[config.mk]
export PLATFORM = sky130hd
export DESIGN_NAME = esm_dep_scoreboard
export DESIGN_NICKNAME = d
export VERILOG_FILES = /design/src/rtl/esm_dep_scoreboard.sv
export SDC_FILE = /design/constraint.sdc
export NUM_CORES = 1
export LEC_CHECK = 0
export ABC_AREA = 1
export CORE_UTILIZATION = 55
export CTS_BUF_LIST = sky130_fd_sc_hd__clkbuf_8
export DETAILED_ROUTE_END_ITERATION = 8
export PLACE_DENSITY_LB_ADDON = 0.12
export RECOVER_POWER = 50
export SYNTH_ARGS = -nofsm -noshare
export SYNTH_HDL_FRONTEND = slang
export SYNTH_SLANG_ARGS = --single-unit
[constraint.sdc]
create_clock -name clk -period 3.3 [get_ports clk]
set_clock_uncertainty 0.05 [all_clocks]
set_input_delay 0.66 -clock clk [delete_from_list [all_inputs] [get_ports clk]]
set_output_delay 0.66 -clock clk [all_outputs]
set_load 0.1 [all_outputs]
[src/rtl/esm_dep_scoreboard.sv]
// esm_dep_scoreboard: register RAW dependency scoreboard between decode and execute.
// One buffer entry per accepted instruction; producers are found through a
// last-writer table and tracked as a per-entry dependency bit vector.
// Optional build macro ESM_WAW_TRACK_EN adds WAW and WAR ordering.
module esm_dep_scoreboard #(
  parameter int INSTR_W = 32,
  parameter int REGNUM  = 32,
  parameter int BS      = 16,
  localparam int RAB    = $clog2(REGNUM),
  localparam int BSB    = $clog2(BS)
) (
  input  logic               clk,
  input  logic               rst,
  input  logic [INSTR_W-1:0] instr_in,
  input  logic               alu_src,
  input  logic               reg_write,
  input  logic               alloc_valid,
  output logic               alloc_ready,
  output logic [BSB-1:0]     alloc_index,
  output logic               issue_valid,
  input  logic               issue_ready,
  output logic [BSB-1:0]     issue_index,
  input  logic               complete_valid,
  input  logic [BSB-1:0]     complete_index,
  output logic [BSB:0]       occupancy,
  output logic               empty,
  output logic               full,
  output logic               err
);

  typedef enum logic [1:0] {ST_FREE, ST_WAIT, ST_READY, ST_ISSUED} ent_state_e;

  ent_state_e     state_q [BS];
  ent_state_e     state_d [BS];
  logic [BS-1:0]  dep_q [BS];
  logic [BS-1:0]  dep_d [BS];
  logic [BSB-1:0] lw_idx_q [REGNUM];
  logic [BSB-1:0] lw_idx_d [REGNUM];
  logic [REGNUM-1:0] lw_vld_q, lw_vld_d;
  logic [BSB:0]   occ_q, occ_d;
  logic           err_q, err_d;
  logic           hold_q, hold_d;
  logic [BSB-1:0] hold_idx_q, hold_idx_d;
`ifdef ESM_WAW_TRACK_EN
  logic [RAB-1:0] src1_q [BS];
  logic [RAB-1:0] src1_d [BS];
  logic [RAB-1:0] src2_q [BS];
  logic [RAB-1:0] src2_d [BS];
`endif

  logic [BSB-1:0] free_idx, rdy_idx;
  logic           rdy_found;
  logic           alloc_fire, issue_fire, cmp_fire;
  logic [RAB-1:0] rs1, rs2, rd;
  logic [BS-1:0]  dep_new;
  logic           unused_bits;

  assign unused_bits = ^{instr_in[INSTR_W-1:25], instr_in[14:12], instr_in[6:0]};

  // Priority search: lowest-index FREE entry and lowest-index READY entry.
  always_comb begin
    free_idx  = '0;
    rdy_idx   = '0;
    rdy_found = 1'b0;
    for (int i = BS - 1; i >= 0; i--) begin
      if (state_q[i] == ST_FREE) free_idx = BSB'(i);
      if (state_q[i] == ST_READY) begin
        rdy_found = 1'b1;
        rdy_idx   = BSB'(i);
      end
    end
  end

  assign full        = (occ_q == (BSB+1)'(BS));
  assign empty       = (occ_q == '0);
  assign occupancy   = occ_q;
  assign alloc_ready = ~full;
  assign alloc_index = free_idx;
  assign err         = err_q;
  // A stalled offer keeps its index even if a lower entry becomes ready meanwhile.
  assign issue_valid = hold_q | rdy_found;
  assign issue_index = hold_q ? hold_idx_q : rdy_idx;

  assign alloc_fire = alloc_valid & alloc_ready;
  assign issue_fire = issue_valid & issue_ready;
  assign cmp_fire   = complete_valid & (state_q[complete_index] == ST_ISSUED);

  // Dependency vector of the instruction being allocated, minus a producer completing now.
  always_comb begin
    rs1     = RAB'(instr_in[19:15]);
    rs2     = alu_src ? RAB'(instr_in[24:20]) : '0;
    rd      = reg_write ? RAB'(instr_in[11:7]) : '0;
    dep_new = '0;
    if (rs1 != '0 && lw_vld_q[rs1]) dep_new[lw_idx_q[rs1]] = 1'b1;
    if (rs2 != '0 && lw_vld_q[rs2]) dep_new[lw_idx_q[rs2]] = 1'b1;
`ifdef ESM_WAW_TRACK_EN
    if (rd != '0 && lw_vld_q[rd]) dep_new[lw_idx_q[rd]] = 1'b1;
    for (int j = 0; j < BS; j++) begin
      if (rd != '0 && (state_q[j] == ST_WAIT || state_q[j] == ST_READY) &&
          (src1_q[j] == rd || src2_q[j] == rd))
        dep_new[j] = 1'b1;
    end
`endif
    if (cmp_fire) dep_new[complete_index] = 1'b0;
  end

  // Next state of entries, last-writer table, occupancy, error flag and issue hold.
  always_comb begin
    state_d    = state_q;
    dep_d      = dep_q;
    lw_idx_d   = lw_idx_q;
    lw_vld_d   = lw_vld_q;
    occ_d      = occ_q;
    err_d      = err_q | (complete_valid & ~cmp_fire);
    hold_d     = issue_valid & ~issue_ready;
    hold_idx_d = issue_index;
`ifdef ESM_WAW_TRACK_EN
    src1_d     = src1_q;
    src2_d     = src2_q;
`endif
    if (cmp_fire) begin
      for (int j = 0; j < BS; j++) dep_d[j][complete_index] = 1'b0;
      state_d[complete_index] = ST_FREE;
      dep_d[complete_index]   = '0;
      for (int r = 0; r < REGNUM; r++) begin
        if (lw_vld_q[r] && lw_idx_q[r] == complete_index) lw_vld_d[r] = 1'b0;
      end
    end
    if (issue_fire) state_d[issue_index] = ST_ISSUED;
    if (alloc_fire) begin
      state_d[free_idx] = (dep_new == '0) ? ST_READY : ST_WAIT;
      dep_d[free_idx]   = dep_new;
`ifdef ESM_WAW_TRACK_EN
      src1_d[free_idx]  = rs1;
      src2_d[free_idx]  = rs2;
`endif
      if (rd != '0) begin
        lw_vld_d[rd] = 1'b1;
        lw_idx_d[rd] = free_idx;
      end
    end
    for (int i = 0; i < BS; i++) begin
      if (state_d[i] == ST_WAIT && dep_d[i] == '0) state_d[i] = ST_READY;
    end
    case ({alloc_fire, cmp_fire})
      2'b10:   occ_d = occ_q + 1'b1;
      2'b01:   occ_d = occ_q - 1'b1;
      default: occ_d = occ_q;
    endcase
  end

  // Control state: cleared by reset.
  always_ff @(posedge clk) begin
    if (rst) begin
      for (int i = 0; i < BS; i++) begin
        state_q[i] <= ST_FREE;
        dep_q[i]   <= '0;
      end
      lw_vld_q <= '0;
      occ_q    <= '0;
      err_q    <= 1'b0;
      hold_q   <= 1'b0;
    end else begin
      state_q  <= state_d;
      dep_q    <= dep_d;
      lw_vld_q <= lw_vld_d;
      occ_q    <= occ_d;
      err_q    <= err_d;
      hold_q   <= hold_d;
    end
  end

  // Index payloads: only meaningful while their valid/state bits are set.
  always_ff @(posedge clk) begin
    lw_idx_q   <= lw_idx_d;
    hold_idx_q <= hold_idx_d;
`ifdef ESM_WAW_TRACK_EN
    src1_q     <= src1_d;
    src2_q     <= src2_d;
`endif
  end

endmodule
### Word level (Yosys, flattened, before mapping)

Index checks and enable logic that the tools add are counted.

* input bits: 43
* register bits after elaboration: 459

* eq/ne operators: 68
* reductions and logical operators: 113
* bitwise operators: 41
* mux-type cells: 148
* magnitude comparators: 20
* $add $sub $neg: 2

Operators by type and width (number)
* $mux 256: 2
* $and 16x16->16: 17
* $logic_not 16->1: 17
* $and 256x256->256: 1
* $bwmux 256: 1
* $not 256->256: 1
* $mux 32: 6
* $mux 4: 38
* $bwmux 128: 1
* $demux 16 s4: 2
* $eq 4x4->1: 32
* $mux 16: 5
* $or 32x32->32: 2
* $logic_and 1x1->1: 58
* $mux 1: 54
* $mux 2: 22
* $bmux 4 s5: 2
* $eq 2x2->1 const B: 18
* $eq 2x1->1 const B: 17
* $and 32x32->32: 1
* $bwmux 32: 1
* $logic_not 2->1: 16
* $not 32->32: 1
* $reduce_or 2->1: 16
* 30 further kinds: 61

### Logic depth before layout (Yosys ltp)

* depth in word-level cells: 30
* mapped depth: 28
* depth with buffers taken out: 27

### Least setup slack after synthesis

No wires, ideal clock.

* kind: reg-to-reg
* from: register occ_q[1] (netlist: occupancy[1])
* to: register state_q[24] in the netlist's numbering
* path slack: -1.877 ns
* data arrival time: 5.016 ns
* period minus slack after synthesis: 5.177 ns
* setup time: 0.111 ns
* buffers on the path: 1
* stages on the path, launching flop included: 18
* cell sequence: dfxtp_1 > nor4_1 > inv_1 > nor2_1 > inv_1 > nand2_1 > inv_1 > nand2_1 > nor2_1 > nand4_1 > clkbuf_1 > o21ai_0 > nor2_1 > nand2_1 > nor2_1 > nand3_2 > nand2_1 > nor2_2

* word-level cells in the longest chain between the ends: 7
* elaborated cells on any way between the ends: 9
* those cells by class: 2 x eq/ne; 2 x mux; 2 x bitwise; 3 x reduce/logical

Ends and longest elaborated chain
* start: declaration: line 40 `logic [BSB:0] occ_q, occ_d;`
* start signal: assignment: line 160 `occ_q <= '0;`
* start signal: assignment: line 167 `occ_q <= occ_d;`
* $eq 5x5->1 *: line 74 `assign full = (occ_q == (BSB+1)'(BS));`
* net full: line 27 `output logic full,`
* $not 1->1 *: line 77 `assign alloc_ready = ~full;`
* net alloc_ready: line 18 `output logic alloc_ready,`
* $and 1x1->1 *: line 84 `assign alloc_fire = alloc_valid & alloc_ready;`
* $mux 256 / $mux 32 (equally long branches): line 130 `if (alloc_fire) begin`
* $logic_not 16->1 / $eq 2x1->1 (equally long branches): line 143 `if (state_d[i] == ST_WAIT && dep_d[i] == '0) state_d[i] = ST_READY;`
* $logic_and 1x1->1: line 143
* $reduce_or 2->1 (no line)
* end signal: assignment: line 164 `state_q <= state_d;`
* end: declaration: line 33 `ent_state_e state_q [BS];`

Mark *: on every way through the listed nets, which the timed path passes. The rest lies on a longest branch.
A chain may end at the register's enable or synchronous reset.

### Worst setup path in the final report

* from: register state_q[6] in the netlist's numbering
* to: output port alloc_index[2]

* word-level cells in the longest chain between the ends: 14

Ends and longest elaborated chain
* $logic_not 2->1: line 66 `if (state_q[i] == ST_FREE) free_idx = BSB'(i);`
* $mux 4 (13 in a row): line 66
* end: declaration: line 19 `output logic [BSB-1:0] alloc_index,`

Every way passes these cells.

==> results_dict.tcl <==
set metrics [dict create \
    viasPerCell 5.742 \
    htreeDepth 3 \
    post_dp_cell_area_um2 32670 \
    crit_fanout 33 \
    regArea_um2 10510 \
    fp.dieW_um 225.0 \
    cp.arrival_ns 2.55 \
    synth.avg_cell_area_um2 6.655 \
    hp-class "input port to flop" \
    area_growth_syn_to_layout_pct 26.95 \
    drv_slew 0 \
    final-hold-violation-count 0 \
    synth_edf_count 128 \
    leakage_nw 15.72 \
    yosys-top-cells-area "dfxtp_1 24%, nand2_1 15%, edfxtp_1 14%" \
    setup_viol 0 \
    period_minus_slack_ns 3.263 \
    post-route-period-util_pct 98.88 \
    maxCapViolations 0 \
    ys_seq_area_share_pct 38.30 \
    start_util_pct 55.85 \
    yosys_register_bits 459 \
    drive_above_1_share_pct 19.58 \
    grt_pass1_vias 27362 \
    globalRouteTotalUtil_pct 42.08 \
    drc 0 \
    fmax_ghz 0.3065 \
    end_kind "output pin" \
    dp.cells 5134 \
    clkTransAtPathRegs_ns 0.07 \
    multi_input_area_um2 14270 \
    gp_congestion 1.041 \
    nets 4620 \
    first_pass_iters 8 \
    portBuffers 43 \
    rows 81 \
    cts_tree "yes" \
    grt_overflow 0 \
    routedWlPerCell_um 20.28 \
    worst_pin_slew_ns 0.9990 \
    critical_path_class "flop to output pin" \
    stdcell_count 5291 \
    wl_mm 107.3 \
    slowest_delay_ns 0.39 \
    grt_pass1_wl_mm 160.8 \
    irDropWorstVdd_mv 0.3689 \
    synth-async-reset-ratio_pct 0 \
    antenna_left 0 \
    dp_hpwl_mm 74.27 \
    grt_start_max_net_pins 119 \
    crit_chain "inv_1 -> nand2_1 -> nand2_1 -> nor2_1 -> nor3_1 -> o21ai_1 -> inv_1 -> buf_12 -> buf_12" \
    synth_top_area_cell "dfxtp_1" \
    num-fill-cells 4283 \
    critPathSlowestCell "dfxtp_1" \
    worst_skew_pair.late_latency_ns 0.71 \
    drt_iter0_drc 4085 \
    ys_warn_count 0 \
    synth_top_flop_cell "dfxtp_1" \
    die_y_um 225.0 \
    synth_area_um2 27340 \
    core-area_um2 48950 \
    clk_path_buf_depth 3 \
    final_util_pct 70.90 \
    powerDensity_nw_per_um2 455.2 \
    root_buffer "clkbuf_8" \
    dr_total_vias 30380 \
    synth_cell_types 57 \
    yosysTopAreaCellShare_pct 24.24 \
    worst_setup_path_start_kind "flop" \
    finish.instance_area_um2 34710 \
    clock-sinks 459 \
    postSynthCellCount 4108 \
    crit_required_ns 2.59 \
    die_area_um2 50600 \
    rsz0062_at_grt "yes" \
    status "completed" \
    relSlewSlack_pct 31.68 \
    antenna_found_initial 5 \
    numCtsBuffers 80 \
    io_pins 61 \
    hold_buffers 0 \
]
-- critical path, delay by kind of cell, from the launching register on --
family	cells	cell delay (ns)
buffers and inverters	4	0.73
AND/OR/NAND/NOR	4	0.40
flip-flops	1	0.39
AO/OA/AOI/OAI	1	0.30
-- layout make-up --
type / instances / share of cell area (%)
antenna: 1 / 0.007210
clock buffer: 88 / 3.490
clock inverter: 48 / 0.8472
inverter: 503 / 5.526
multi-input combinational: 2902 / 41.11
sequential: 459 / 30.27
tap: 664 / 2.394
timing repair buffer: 626 / 16.35
-- flip-flops by register name (all words and copies together) (netlist names) --
name	count
occupancy	5
state_q	32
lw_idx_q	128
lw_vld_q	32
hold_idx_q	4
err	1
hold_q	1
dep_q	256
-- cell families after synthesis --
family / Yosys count / share of synthesized area, %
simple gates: 2260 / 36.96
buf+inv: 750 / 10.92
compound gates: 631 / 13.49
flops: 459 / 38.30
fa+ha+maj: 5 / 0.2563
xor+xnor: 2 / 0.06408
other cells: 1 / 0.01372
-- layer usage --
layer  vias up  share of wire, %  track usage, %
li1      14302                 -               -
met1     13789                41           58.60
met2      1942                40           59.76
met3       345                14           11.73
met4         2               4.9           20.06
met5         -             0.017               0
-- synth_stat cells, drive strengths merged (4+ instances only) --
cell type  number
edfxtp        128
inv           493
o22ai          63
a31oi           7
nand3         256
clkinv         10
nand4         101
dfxtp         331
o21ai         248
and3           23
or2             5
o2111ai        26
nor3b         141
o21a            9
nor2          569
o211ai         38
nor3           26
buf            95
and2           27
o41ai          30
nand2        1109
ha              4
a21oi         185
a21boi         17
clkbuf        152
-- stage by stage --
step | hold WS [ns] | worst slack, ns | power, mW | setup TNS (ns)
final | 0.3242 | 0.03709 | 15.80 | 0
after global routing | 0.3051 | -0.04851 | 16.31 | -0.2525
after CTS | 0.2794 | -0.03816 | 15.48 | -0.03816
after detailed placement | 0.3851 | -0.9838 | 10.30 | -170.57
after global placement | 0.3841 | -1.002 | 10.28 | -172.45
after floorplan | 0.3712 | -0.3837 | 8.543 | -13.81
-- worst paths after layout --
path | start | cells after the start | endpoint | slack, ns
worst max-delay path | state_q[6] | 9 | alloc_index[2] | 0.04
worst min-delay path | rst | 2 | lw_vld_q[12] | 0.32
worst max register to register | state_q[6] | 18 | state_q[8] | 0.18
worst min register to register | lw_vld_q[0] | 2 | lw_vld_q[0] | 0.40
-- placed cells by master, fill, tap and decap left out, drive strengths merged, types with 20 or more instances in the layout --
cell	synthesis	final
and2	27	27
nand4	101	101
edfxtp	128	128
nor2	569	569
buf	95	606
nand3	256	256
nor3	26	26
dfxtp	331	331
a21oi	185	185
o2111ai	26	26
nor3b	141	141
o41ai	30	30
o22ai	63	63
clkinv	10	20
and3	23	23
inv	493	525
nand2	1109	1109
o211ai	38	38
o21ai	248	248
clkbuf	152	91
-- repair_timing --
item                                    CTS  global route
cloned                                    1             0
endpoints found under the setup margin   57            75
pin swaps                                 2            14
resized for setup                        23            93
buffers inserted                          3            16
-- power by group --
part / total (mW) / internal, mW / switching [mW]
clock: 5.05 / 2.61 / 2.44
combinational: 4.68 / 1.55 / 3.12
sequential: 6.07 / 6.02 / 0.0541
total: 15.8 / 10.2 / 5.62
(Power assumes the default switching activity.)
